File: config.mk
export PLATFORM = sky130hd
export DESIGN_NAME = yutorina_gpr_writer
export DESIGN_NICKNAME = d
export VERILOG_FILES = /design/src/rtl/yutorina_gpr_writer_pkg.sv /design/src/rtl/yutorina_writeback_fifo.sv /design/src/rtl/yutorina_gpr_writer.sv
export SDC_FILE = /design/constraint.sdc
export NUM_CORES = 1
export LEC_CHECK = 0
export BUFFER_PORTS_ARGS = -buffer_cell sky130_fd_sc_hd__buf_4
export CAP_MARGIN = 10
export CORE_MARGIN = 2
export CORE_UTILIZATION = 45
export CTS_CLUSTER_SIZE = 16
export DETAILED_ROUTE_END_ITERATION = 10
export GPL_TIMING_DRIVEN = 0
export PLACE_DENSITY = 0.65
export SKIP_LAST_GASP = 1
export SLEW_MARGIN = 40
export SYNTH_ARGS = -nofsm -noshare
export SYNTH_HDL_FRONTEND = slang
export SYNTH_SLANG_ARGS = --single-unit
File: constraint.sdc
create_clock -name clock -period 3.7 [get_ports clock]
set_clock_uncertainty 0.15 [all_clocks]
set_input_delay 0.37 -clock clock [delete_from_list [all_inputs] [get_ports clock]]
set_output_delay 0.37 -clock clock [all_outputs]
set_load 0.1 [all_outputs]
File: src/rtl/yutorina_gpr_writer_pkg.sv
// Shared constants for the GPR write-back slice.
// - YUTORINA_ENABLE_/YUTORINA_DISABLE_: levels of the active-low enable strobes.
// - WORD_WIDTH, REG_ADDR_WIDTH, REGISTER_NUM: default GPR geometry.
// - ZERO_REG: address of the hard-wired zero register.
// - RESET_LEVEL: asserted level of the synchronous reset.
// - wb_entry_t: one queued long-op result (destination + data) at default geometry.
package yutorina_gpr_writer_pkg;

  localparam logic        YUTORINA_ENABLE_  = 1'b0;
  localparam logic        YUTORINA_DISABLE_ = 1'b1;
  localparam int unsigned WORD_WIDTH        = 32;
  localparam int unsigned REG_ADDR_WIDTH    = 5;
  localparam int unsigned REGISTER_NUM      = 32;
  localparam int unsigned ZERO_REG          = 0;
  localparam logic        RESET_LEVEL       = 1'b1;

  typedef struct packed {
    logic [REG_ADDR_WIDTH-1:0] address;
    logic [WORD_WIDTH-1:0]     data;
  } wb_entry_t;

endpackage

File: src/rtl/yutorina_writeback_fifo.sv
// In-order result queue for multi-cycle long-op write-backs.
// Ports:
// - clock, reset (sync, active-high), flush (sync, empties the queue)
// - push/din: enqueue, ignored while full (even if a pop happens the same cycle)
// - pop/dout: dequeue, ignored while empty; dout shows the current head
// - full, empty, count: occupancy derived from the registered count
module yutorina_writeback_fifo
  import yutorina_gpr_writer_pkg::*;
#(
  parameter int unsigned WIDTH = REG_ADDR_WIDTH + WORD_WIDTH,
  parameter int unsigned DEPTH = 4
) (
  input  logic                           clock,
  input  logic                           reset,
  input  logic                           flush,
  input  logic                           push,
  input  logic [WIDTH-1:0]               din,
  input  logic                           pop,
  output logic [WIDTH-1:0]               dout,
  output logic                           full,
  output logic                           empty,
  output logic [$clog2(DEPTH+1)-1:0]     count
);

  localparam int unsigned PTR_WIDTH   = $clog2(DEPTH);
  localparam int unsigned COUNT_WIDTH = $clog2(DEPTH + 1);

  logic [WIDTH-1:0]       mem [DEPTH];
  logic [PTR_WIDTH-1:0]   wr_ptr;
  logic [PTR_WIDTH-1:0]   rd_ptr;
  logic [COUNT_WIDTH-1:0] count_q;
  logic                   do_push;
  logic                   do_pop;

  assign full    = (count_q == COUNT_WIDTH'(DEPTH));
  assign empty   = (count_q == '0);
  assign count   = count_q;
  assign dout    = mem[rd_ptr];
  assign do_push = push && !full;
  assign do_pop  = pop && !empty;

  // DEPTH is a power of two, so pointers wrap by natural overflow.
  always_ff @(posedge clock) begin
    if (reset == RESET_LEVEL || flush) begin
      wr_ptr  <= '0;
      rd_ptr  <= '0;
      count_q <= '0;
    end else begin
      if (do_push) wr_ptr <= wr_ptr + PTR_WIDTH'(1);
      if (do_pop)  rd_ptr <= rd_ptr + PTR_WIDTH'(1);
      count_q <= count_q + COUNT_WIDTH'(do_push) - COUNT_WIDTH'(do_pop);
    end
  end

  always_ff @(posedge clock) begin
    if (do_push) mem[wr_ptr] <= din;
  end

endmodule

File: src/rtl/yutorina_gpr_writer.sv
// Write-back arbiter for the single GPR write port.
// Ports:
// - clock, reset (sync, active-high), flush (sync, drops queued results and busy bits)
// - alu_valid/alu_address/alu_data: single-cycle result, highest priority
// - issue_valid/issue_address: marks a long-op destination busy
// - long_valid/long_ready/long_address/long_data: long-op result handshake into the queue
// - query_address0/1 -> busy0/1: combinational scoreboard lookups
// - queue_count: queued long-op results
// - write_enable_ (active-low), write_address, write_data: registered GPR write port
module yutorina_gpr_writer
  import yutorina_gpr_writer_pkg::*;
#(
  parameter int unsigned DATA_WIDTH  = WORD_WIDTH,
  parameter int unsigned ADDR_WIDTH  = REG_ADDR_WIDTH,
  parameter int unsigned REG_NUM     = REGISTER_NUM,
  parameter int unsigned QUEUE_DEPTH = 4
) (
  input  logic                               clock,
  input  logic                               reset,
  input  logic                               flush,
  input  logic                               alu_valid,
  input  logic [ADDR_WIDTH-1:0]              alu_address,
  input  logic [DATA_WIDTH-1:0]              alu_data,
  input  logic                               issue_valid,
  input  logic [ADDR_WIDTH-1:0]              issue_address,
  input  logic                               long_valid,
  output logic                               long_ready,
  input  logic [ADDR_WIDTH-1:0]              long_address,
  input  logic [DATA_WIDTH-1:0]              long_data,
  input  logic [ADDR_WIDTH-1:0]              query_address0,
  output logic                               busy0,
  input  logic [ADDR_WIDTH-1:0]              query_address1,
  output logic                               busy1,
  output logic [$clog2(QUEUE_DEPTH+1)-1:0]   queue_count,
  output logic                               write_enable_,
  output logic [ADDR_WIDTH-1:0]              write_address,
  output logic [DATA_WIDTH-1:0]              write_data
);

  localparam int unsigned ENTRY_WIDTH = ADDR_WIDTH + DATA_WIDTH;
  localparam logic [ADDR_WIDTH-1:0] ZERO_ADDR = ADDR_WIDTH'(ZERO_REG);

  logic                   fifo_push;
  logic                   fifo_pop;
  logic                   fifo_full;
  logic                   fifo_empty;
  logic [ENTRY_WIDTH-1:0] fifo_din;
  logic [ENTRY_WIDTH-1:0] fifo_dout;
  logic [ADDR_WIDTH-1:0]  head_address;
  logic [DATA_WIDTH-1:0]  head_data;
  logic [REG_NUM-1:0]     busy;
  logic [REG_NUM-1:0]     set_mask;
  logic [REG_NUM-1:0]     clear_mask;

  assign long_ready = !fifo_full;
  assign fifo_push  = long_valid && !fifo_full && !flush;
  // The head only drains in ALU-idle cycles; a flush discards it instead.
  assign fifo_pop   = !alu_valid && !fifo_empty && !flush;
  assign fifo_din   = {long_address, long_data};
  assign {head_address, head_data} = fifo_dout;

  yutorina_writeback_fifo #(
    .WIDTH (ENTRY_WIDTH),
    .DEPTH (QUEUE_DEPTH)
  ) u_fifo (
    .clock (clock),
    .reset (reset),
    .flush (flush),
    .push  (fifo_push),
    .din   (fifo_din),
    .pop   (fifo_pop),
    .dout  (fifo_dout),
    .full  (fifo_full),
    .empty (fifo_empty),
    .count (queue_count)
  );

  always_comb begin
    set_mask   = '0;
    clear_mask = '0;
    if (fifo_pop && head_address != ZERO_ADDR) clear_mask[head_address] = 1'b1;
    if (issue_valid && issue_address != ZERO_ADDR) set_mask[issue_address] = 1'b1;
  end

  // Clear is applied before set so a same-cycle re-issue keeps the bit.
  always_ff @(posedge clock) begin
    if (reset == RESET_LEVEL || flush) busy <= '0;
    else                               busy <= (busy & ~clear_mask) | set_mask;
  end

  assign busy0 = (query_address0 != ZERO_ADDR) && busy[query_address0];
  assign busy1 = (query_address1 != ZERO_ADDR) && busy[query_address1];

  // Results aimed at the zero register are consumed without a write strobe
  // and leave the address/data registers untouched.
  always_ff @(posedge clock) begin
    if (reset == RESET_LEVEL) begin
      write_enable_ <= YUTORINA_DISABLE_;
      write_address <= '0;
      write_data    <= '0;
    end else if (alu_valid) begin
      if (alu_address != ZERO_ADDR) begin
        write_enable_ <= YUTORINA_ENABLE_;
        write_address <= alu_address;
        write_data    <= alu_data;
      end else begin
        write_enable_ <= YUTORINA_DISABLE_;
      end
    end else if (fifo_pop) begin
      if (head_address != ZERO_ADDR) begin
        write_enable_ <= YUTORINA_ENABLE_;
        write_address <= head_address;
        write_data    <= head_data;
      end else begin
        write_enable_ <= YUTORINA_DISABLE_;
      end
    end else begin
      write_enable_ <= YUTORINA_DISABLE_;
    end
  end

endmodule

==> qor.csv <==
metric,value,unit
outcome,finished clean,
reg2reg start,u_fifo.count[1],
Syn. warnings,0,
Int Pwr,4.64,mW
ys flop type,edfxtp_1,
ANT nets after route,0,
DR iter-0 viols,546,
fin crit share,80.1,%
WHS,0.0259,ns
Final min period,2.96,ns
fin. max-slew vios,0,
async set or reset register ratio after synthesis,0,%
area delta synth->final,27.4,%
vias per std cell,6.15,
GRT Total Usage,22.6,%
Worst Setup End Kind,flip-flop,
Logic pwr share,14.5,%
Die Ht,153,um
"Largest stage delay, worst path",0.66,ns
clock network power share,41.1,%
root buf cell,clkbuf_16,
largest net degree at the start of global routing,27,
FMAX,337,MHz
cells along the critical path,"nor3_2, or2_1, inv_1, ha_1, inv_1, ha_1, fa_1, xnor2_1, xnor2_1, nor2_1",
Pleak,4.27,nW
Nets,978,
die area,23400,sq um
CP Class,flip-flop to flip-flop,
total setup buffers inserted after CTS,0,
CTS Buffer Depth,3,
"IR drop worst, VDD",0.362,mV
# setup viols final,0,
Final Power,6.36,mW
RSZ-0062 raised after global routing,false,
Bufs and invs on worst path,2,
Rows,54,
Starting Density,45.7,%
CTS resizes,0,
r2r endpoint,u_fifo.count[2],
I/O Buffers,135,
Synth Cell Area,9980,sq um
"count leader, synth",edfxtp_1,
Sw Share,27.1,%
most frequent cells after synthesis,"148 x edfxtp_1, 78 x dfxtp_1, 62 x o211ai_1, 55 x mux4_2",
PD cells,501,nW/um^2
leading area contributor after synthesis,edfxtp_1,
via count of the first global-routing pass,7527,
H-tree depth,1,
total grt overflow,0,
critical path arrival,3.20,ns
die width,153,um
Synth Area per Inst,14.8,sq um
Placed Cells,1091,
Ports,139,
reg2reg setup slack,0.74,ns
Synth top area share,44.6,%
Slew @ Worst Pin,0.883,ns
Seq cells post-synth,226,
synth unique cells,48,
Critical Path Slowest Stage Cell,nor3_2,
worst min-delay path class,input pin to flip-flop,
Final Hold Fails,0,
Vias,7225,
Critical Path End,u_fifo.count[2],
register area share after synthesis,60.2,%
post-DR wirelength/cell,22.8,um
"Largest delay share family, worst path",simple AND/OR/NAND/NOR gates,
Critical Path Fanout Max,8,
max_cap viols,0,
R2R depth,10,
sequential share of power,44.4,%
Worst Setup SP,u_fifo.count[1],
CTS sink cnt,226,
total iterations of the first detailed-routing run,5,
initial antenna violation count,1,
first-pass GRT wire length,41700,um
core area,21800,sq um
syn nets,774,
CTS tree,yes,
max_slew headroom,40.9,%
setup TNS,0,ns
Synth area leaders,"edfxtp_1 45%, dfxtp_1 16%, mux4_2 12%",
Post-synth EDFFs,148,
residual DRC count,0,
DP Wirelength,18600,um
Worst EP required,3.93,ns
Worst setup SP type,flip-flop,
post-detailed-routing wire length,26800,um
fin util,58.2,%
number of instances in the synthesized netlist,672,
Crit. path cell count,10,
Layout Cells excl Fill,1175,
P_sw,1.72,mW
routability cong.,0.846,
Antenna Cells,0,
layout cell share with drive strength beyond 1,32.0,%
clock latency on the worst-skew pair,0.52,ns
total CTS buffers,25,
Clock transition at path regs,0.06,ns
metal layers:
metal / up-vias / track usage (%) / wire length, um
met1: 3637 / 30.8 / 11200
met2: 321 / 36.8 / 12900
met5: - / 0 / 13
li1: 3229 / - / -
met4: 2 / 6.39 / 493
met3: 36 / 5.19 / 2210
worst min-delay path, cell delays in order:
cell       delay (ns)
buf_4            0.09
o2111ai_1        0.11
o211ai_1         0.10
through the flow:
step	setup WS [ns]	instance area, sq um
final	0.736	12700
after CTS	0.683	12700
after global routing	0.543	12700
after global placement	0.598	11300
after detailed placement	0.698	11400
after floorplan	0.151	9980
registers in the layout (all words and copies together) (netlist names), named ones only:
register / cells
busy: 31
u_fifo.wr_ptr: 2
u_fifo.rd_ptr: 2
u_fifo.count: 3
write_data: 32
write_enable_: 1
write_address: 5
u_fifo.mem: 148
layout make-up:
type                       instances  area (sq um)
sequential                       226          6010
timing repair buffer             177          1470
clock inverter                    18           218
inverter                          10          37.5
fill                            1706          9120
multi-input combinational        381          3670
clock buffer                      28           667
tap                              280           350
buffer                            55           280
logic make-up after synthesis:
family,share of synthesized area [%]
adders and majority gates,0.953
xor gates and xnor gates,0.351
and+or+nand+nor,9.63
AOI/OAI and AO/OA,12.7
muxes,12.9
buffers and inverters,3.19
DFF,60.2
what timing repair did:
item,in CTS,in global routing
hold buffers,38,0
endpoints found under the hold margin,149,0
endpoints found under the setup margin,0,0
placed cells by master, fill, tap and decap left out, types with 3 or more instances in the layout:
| cell type | netlist | layout |
|---|---|---|
| a21oi_1 | 7 | 7 |
| a32o_1 | 31 | 31 |
| and2_4 | 0 | 4 |
| and3b_1 | 3 | 3 |
| buf_12 | 0 | 4 |
| buf_2 | 11 | 11 |
| buf_4 | 4 | 139 |
| buf_6 | 3 | 3 |
| bufinv_16 | 0 | 4 |
| clkbuf_1 | 34 | 34 |
| clkbuf_16 | 0 | 25 |
| clkbuf_8 | 0 | 3 |
| clkinv_2 | 0 | 5 |
| clkinv_4 | 0 | 3 |
| dfxtp_1 | 78 | 78 |
| dlygate4sd3_1 | 0 | 38 |
| edfxtp_1 | 148 | 148 |
| ha_1 | 6 | 6 |
| inv_1 | 9 | 9 |
| inv_6 | 0 | 3 |
| mux2i_1 | 3 | 3 |
| mux4_2 | 55 | 55 |
| nand2_1 | 37 | 37 |
| nand2b_1 | 4 | 4 |
| nand4_1 | 37 | 37 |
| nor2_1 | 12 | 12 |
| nor3_2 | 2 | 3 |
| nor3b_1 | 5 | 4 |
| o2111ai_1 | 35 | 35 |
| o211ai_1 | 62 | 62 |
| o211ai_2 | 8 | 8 |
| or3_1 | 37 | 37 |
| xnor2_1 | 4 | 4 |
worst min path at each step:
stage,startpoint,endpoint,cells after the start
6_report,alu_data[20],write_data[20],3
5_1_grt,alu_data[18],write_data[18],3
4_1_cts,alu_data[20],write_data[20],3
3_5_place_dp,write_address[4],write_address[4],2
3_3_place_gp,write_address[4],write_address[4],2
2_1_floorplan,long_data[0],u_fifo.mem[0][0],0
power by group through the flow:
stage / combinational (mW) / sequential [mW] / clock, mW
3_5_place_dp: 0.884 / 2.88 / 0
5_1_grt: 0.963 / 2.83 / 2.77
3_3_place_gp: 0.860 / 2.87 / 0
2_1_floorplan: 0.252 / 3.21 / 0
6_report: 0.920 / 2.83 / 2.62
4_1_cts: 0.919 / 2.82 / 2.66
Note: power is estimated with default switching activity, not from simulation.
